File: src/rtl/data_mem_if.sv
// data_mem_if: access bus for data_mem_ctrl.
//   master (datapath side): drives WE, A, WD, clr_req; observes RD, busy, wr_drop, taps.
//   slave  (memory side)  : the reverse.
interface data_mem_if #(
   parameter int DATA_W = 8,
   parameter int ADDR_W = 8,
   parameter int TAP_N  = 8
);
   logic                    WE;
   logic [ADDR_W-1:0]       A;
   logic [DATA_W-1:0]       WD;
   logic                    clr_req;
   logic [DATA_W-1:0]       RD;
   logic                    busy;
   logic                    wr_drop;
   logic [TAP_N*DATA_W-1:0] taps;

   modport master (output WE, A, WD, clr_req, input RD, busy, wr_drop, taps);
   modport slave  (input WE, A, WD, clr_req, output RD, busy, wr_drop, taps);
endinterface

File: src/rtl/data_mem_ctrl.sv
// data_mem_ctrl: single-port data RAM with a one-word-per-cycle clear sweep,
// software clear request, selectable read latency, optional hard-wired zero
// word 0 and registered taps mirroring the low TAP_N words.
// Ports:
//   clk   rising-edge clock
//   rst   asynchronous reset, active-low (restarts the clear sweep)
//   bus   data_mem_if.slave: WE/A/WD/clr_req in, RD/busy/wr_drop/taps out
module data_mem_ctrl #(
   parameter int DATA_W     = 8,
   parameter int ADDR_W     = 8,
   parameter int TAP_N      = 8,
   parameter int RD_LAT     = 0,
   parameter int ZERO_ADDR0 = 1
) (
   input  logic       clk,
   input  logic       rst,
   data_mem_if.slave  bus
);

   localparam int DEPTH = 2**ADDR_W;
   // ptr carries one extra bit so the last-word compare never aliases to 0
   localparam logic [ADDR_W:0] LAST = (ADDR_W+1)'(DEPTH-1);

   typedef enum logic {S_IDLE, S_CLEAR} state_t;

   state_t                        state_q, state_d;
   logic [ADDR_W:0]               ptr_q, ptr_d;
   logic                          wr_drop_q, wr_drop_d;
   logic [TAP_N-1:0][DATA_W-1:0]  tap_q, tap_d;

   logic                          mem_we;
   logic [ADDR_W-1:0]             mem_waddr;
   logic [DATA_W-1:0]             mem_wdata;
   logic [DATA_W-1:0]             rd_raw;
   logic                          zero_hit;

   logic [DATA_W-1:0] mem [DEPTH];

   assign zero_hit = (ZERO_ADDR0 != 0) && (bus.A == '0);

   always_comb begin
      state_d   = state_q;
      ptr_d     = ptr_q;
      wr_drop_d = wr_drop_q;
      tap_d     = tap_q;
      mem_we    = 1'b0;
      mem_waddr = bus.A;
      mem_wdata = bus.WD;
      case (state_q)
         S_CLEAR: begin
            // sweep owns the write port; host writes are rejected and flagged
            mem_we    = 1'b1;
            mem_waddr = ptr_q[ADDR_W-1:0];
            mem_wdata = '0;
            ptr_d     = ptr_q + 1'b1;
            if (ptr_q == LAST) begin
               state_d = S_IDLE;
               ptr_d   = '0;
            end
            if (bus.WE) wr_drop_d = 1'b1;
         end
         default: begin
            // a write in the clr_req cycle still lands before the sweep starts
            if (bus.WE && !zero_hit) mem_we = 1'b1;
            if (bus.clr_req) begin
               state_d = S_CLEAR;
               ptr_d   = '0;
            end
         end
      endcase
      // taps shadow every array write (host or sweep) to their index
      for (int i = 0; i < TAP_N; i++)
         if (mem_we && mem_waddr == ADDR_W'(i)) tap_d[i] = mem_wdata;
   end

   always_ff @(posedge clk or negedge rst) begin
      if (!rst) begin
         state_q   <= S_CLEAR;
         ptr_q     <= '0;
         wr_drop_q <= 1'b0;
         tap_q     <= '0;
      end else begin
         state_q   <= state_d;
         ptr_q     <= ptr_d;
         wr_drop_q <= wr_drop_d;
         tap_q     <= tap_d;
      end
   end

   // array is deliberately not reset; the sweep zeroes it
   always_ff @(posedge clk) begin
      if (mem_we) mem[mem_waddr] <= mem_wdata;
   end

   assign rd_raw = (state_q == S_CLEAR || zero_hit) ? '0 : mem[bus.A];

   generate
      if (RD_LAT != 0) begin : g_rd_reg
         logic [DATA_W-1:0] rd_q, rd_d;
         // sampled before the array update, so read-during-write gives old data
         assign rd_d = rd_raw;
         always_ff @(posedge clk or negedge rst) begin
            if (!rst) rd_q <= '0;
            else      rd_q <= rd_d;
         end
         assign bus.RD = rd_q;
      end else begin : g_rd_comb
         assign bus.RD = rd_raw;
      end
   endgenerate

   assign bus.busy    = (state_q == S_CLEAR);
   assign bus.wr_drop = wr_drop_q;
   assign bus.taps    = tap_q;

endmodule

File: src/flat_wrapper.sv
// flat-port wrapper written by rule: the top's interface ports become plain ports
module data_mem_ctrl_flat 
#(
   parameter int DATA_W     = 8,
   parameter int ADDR_W     = 8,
   parameter int TAP_N      = 8,
   parameter int RD_LAT     = 0,
   parameter int ZERO_ADDR0 = 1
)
  (clk, rst, bus_WE, bus_A, bus_WD, bus_clr_req, bus_RD, bus_busy, bus_wr_drop, bus_taps);
  data_mem_if #(.DATA_W(DATA_W), .ADDR_W(ADDR_W), .TAP_N(TAP_N)) bus_i ();
  input  logic clk;
  input  logic rst;
  input wire logic [$bits(bus_i.WE)-1:0] bus_WE;
  input wire logic [$bits(bus_i.A)-1:0] bus_A;
  input wire logic [$bits(bus_i.WD)-1:0] bus_WD;
  input wire logic [$bits(bus_i.clr_req)-1:0] bus_clr_req;
  output wire logic [$bits(bus_i.RD)-1:0] bus_RD;
  output wire logic [$bits(bus_i.busy)-1:0] bus_busy;
  output wire logic [$bits(bus_i.wr_drop)-1:0] bus_wr_drop;
  output wire logic [$bits(bus_i.taps)-1:0] bus_taps;
  assign bus_i.WE = bus_WE;
  assign bus_i.A = bus_A;
  assign bus_i.WD = bus_WD;
  assign bus_i.clr_req = bus_clr_req;
  assign bus_RD = bus_i.RD;
  assign bus_busy = bus_i.busy;
  assign bus_wr_drop = bus_i.wr_drop;
  assign bus_taps = bus_i.taps;
  data_mem_ctrl #(.DATA_W(DATA_W), .ADDR_W(ADDR_W), .TAP_N(TAP_N), .RD_LAT(RD_LAT), .ZERO_ADDR0(ZERO_ADDR0)) u_core (.clk(clk), .rst(rst), .bus(bus_i));
endmodule
File: config.mk
export PLATFORM = sky130hd
export DESIGN_NAME = data_mem_ctrl_flat
export DESIGN_NICKNAME = d
export VERILOG_FILES = /design/src/rtl/data_mem_if.sv /design/src/rtl/data_mem_ctrl.sv /design/src/flat_wrapper.sv
export SDC_FILE = /design/constraint.sdc
export NUM_CORES = 2
export LEC_CHECK = 0
export ABC_CLOCK_PERIOD_IN_PS = 6500
export CORE_MARGIN = 2
export CORE_UTILIZATION = 25
export DETAILED_ROUTE_END_ITERATION = 10
export DONT_BUFFER_PORTS = 1
export PLACE_DENSITY = 0.48
export REMOVE_ABC_BUFFERS = 1
export SLEW_MARGIN = 10
export SYNTH_ARGS = -nofsm -noshare
export SYNTH_HDL_FRONTEND = slang
export SYNTH_SLANG_ARGS = --single-unit
File: constraint.sdc
create_clock -name clk -period 6.5 [get_ports clk]
set_input_delay 1.625 -clock clk [delete_from_list [all_inputs] [get_ports clk]]
set_output_delay 1.625 -clock clk [all_outputs]
set_load 0.01 [all_outputs]
==> impl_metrics.toml <==
[setup_path]
path_max_fanout = 24
worstSetupEndpointType = "primary output"
timing.setup.critical_path_class = "in2out"
setup.worst_path.start_class = "input port"
critical_path_required_ns = 4.88
cp_data_arrival_time_ns = 4.87

[place]
placement.io_buffers = 0
post-place-cells = 8552
place_congestion = 0.798
detailed_place_hpwl_um = 148000

[sta]
final_hold_violation_count = 0
final-max-slew-violation-count = 0
holdWs_ns = 0.413
setup_viol = 0
tightestPinTransition_ns = 1.24
max_clock_freq_mhz = 154
clock-skew-final_ns = 0.110
grt_setup_unrepaired = "yes"
final.period_utilization = 1.00
final.setup.tns_ns = 0
finalCriticalPeriod_ns = 6.50
slew_headroom = 0.170

[route]
avgRoutedWirePerCell_um = 28.2
drt_pass1_iterations = 7
drt_iter0_markers = 4380
remaining_drc_errors = 0
routed_wire_length_um = 253000
num_vias = 42200
ant_nets = 0
viasPerCell = 4.70

[cts]
tritoncts_clock_tree = "built"
path_clk_slew_ns = 0.06
clock_latency_ns = 0.90
cts.path.max_buffers = 4
clock_tree.root_cell = "clkbuf_16"
cts-hold-fix-buffers = 0
cts_setup_buffers = 0
cts_buffers = 227
h_tree_levels = 4
clock-sinks = 2123

[die]
placement_rows = 210
die_w_um = 579
die_area_um2 = 335000
initial_util = 0.252
coreArea_um2 = 328000
dieHeight_um = 579
top_level_ports = 94

[synth]
synth_register_bits = 2123
post-synth-top-area-fraction = 0.745
synth-edff-count = 2048
synth_cells = 3951
yosysSeqAreaShare = 0.768
yosysWarnings = 0
synth.distinct_cells = 70
mappedNetlistArea_um2 = 82500
post_synth.cell_area_avg_um2 = 20.9
dominantRegCellSynth = "edfxtp_1"
ys_top_cells_by_area = "edfxtp_1, mux4_2, dfrtp_1"
netlist.top_cell.by_area = "edfxtp_1"
asyncSetResetFlopFracSynth = 0.0353

[hold_path]
tightest_hold_check_type = "in2async"

[grt]
grtUsageTotal = 0.148
grt_start_max_net_pins = 183
grt_remaining_overflow = 0
first_global_vias = 43000
grt_antenna_before_repair = 12
grt_first_pass_wirelength_um = 350000

[power_and_ir_drop]
irDropWorstVdd_v = 0.000222
power.leakage_nw = 31.0
p_per_area_nw_per_um2 = 290

[cells_and_area]
finalNonFillerCells = 8984
drive_gt1_frac = 0.319
most-common-layout-cells = "edfxtp_1, mux4_2, buf_4"
finish.utilization = 0.302
finalNetCount = 4474
layout.cells.most_common = "edfxtp_1"
area.growth.synth_to_final_pct = 20.0

[status]
status = "complete, no violations"

[run]
cap_viol_max_count = 0
cells by family (layout without fill, tap and decap cells):
kind of cell	count (synthesis)	count (layout)	synth area share
flops	2123	2123	0.768
fa+ha+maj	1	1	0.000152
xor+xnor	2	2	0.000212
other cells	0	4	0
compound gates	326	326	0.0277
buf+inv	251	934	0.0152
simple gates	579	579	0.0305
mux	669	669	0.158
cell usage after synthesis, drive strengths merged, types with 5 or more instances:
library cell and instances:
nor3 18, a21oi 52, a22oi 82, nand4 6, clkbuf 94, nand2b 17
dfrtp 74, nand2 140, mux4 501, o22ai 27, inv 14, o21ai 53
o211ai 6, edfxtp 2048, and3 7, a32o 7, nand3 65, a211oi 6
mux2 88, o221ai 15, nor2 276, o32ai 7, and2 5, a221oi 18
o22a 6, nor2b 27, mux2i 80, buf 143, a31oi 6, a32oi 6
layer usage:
layer / GRT usage / vias to the layer above / share of wire
met5: 0 / - / 0.00023
met4: 0.0386 / 8 / 0.027
met3: 0.0214 / 317 / 0.054
met2: 0.245 / 1355 / 0.48
met1: 0.203 / 23200 / 0.44
li1: - / 17400 / -
state kept, by name (all words and copies together) (netlist names):
| name | cells |
|---|---|
| u_core.mem | 2048 |
| u_core.bus.taps | 64 |
| u_core.ptr_q | 9 |
| u_core.bus.busy | 1 |
| u_core.bus.wr_drop | 1 |
power by group:
| part | switching [mW] | total [mW] | leakage, nW | internal [mW] |
|---|---|---|---|---|
| registers | 0.0153 | 14.8 | 19.1 | 14.8 |
| clock network | 5.39 | 12.8 | 3.57 | 7.46 |
| logic | 0.616 | 1.09 | 8.35 | 0.478 |
area by class of cell:
cell class                      count  area (µm²)
Tap cell                         4346        5440
Clock inverter                    129        1260
Fill cell                       31900      229000
Antenna cell                        4        10.0
Clock buffer                      281        6030
Multi-Input combinational cell   1577       18200
Timing Repair Buffer              510        4690
Sequential cell                  2123       63400
Inverter                           14        57.6
what timing repair did:
action	CTS	global route
gates cloned	16	2
pin swaps	3	3
endpoints found under the setup margin	8	7
resized for setup	16	13
metrics by stage:
step	worst slack, ns	area (µm²)	total power, mW
after floorplan	-2.91	81300	15.5
after global placement	-1.66	90900	16.0
after detailed placement	-1.83	91100	16.1
after CTS	-0.0238	99000	29.0
after global routing	-0.0461	99100	29.6
final	0.00192	99100	28.7
worst paths after layout:
kind / from / to / slack [ns] / depth (start not counted)
min in group clk: u_core.ptr_q[8] / u_core.ptr_q[8] / 0.51 / 2
hold reg to reg: u_core.ptr_q[8] / u_core.ptr_q[8] / 0.51 / 2
setup reg to reg: u_core.bus.busy / u_core.mem[114][2] / 2.56 / 7
setup / recovery: bus_A[0] / bus_RD[1] / 0.002 / 11
max in group asynchronous: rst / u_core.bus.taps[10] / 5.80 / 0
hold / removal: rst / u_core.bus.wr_drop / 0.41 / 0
critical path, cell delays in order:
cell and delay (ns):
buf_16 0.24, buf_16 0.23, buf_16 0.26, buf_16 0.27
mux4_2 0.55, a221oi_1 0.47, o21ai_0 0.16, nand2_1 0.15
nand2_1 0.16, a32o_1 0.41, buf_4 0.19
No activity file was read; power rests on OpenSTA's default activity.
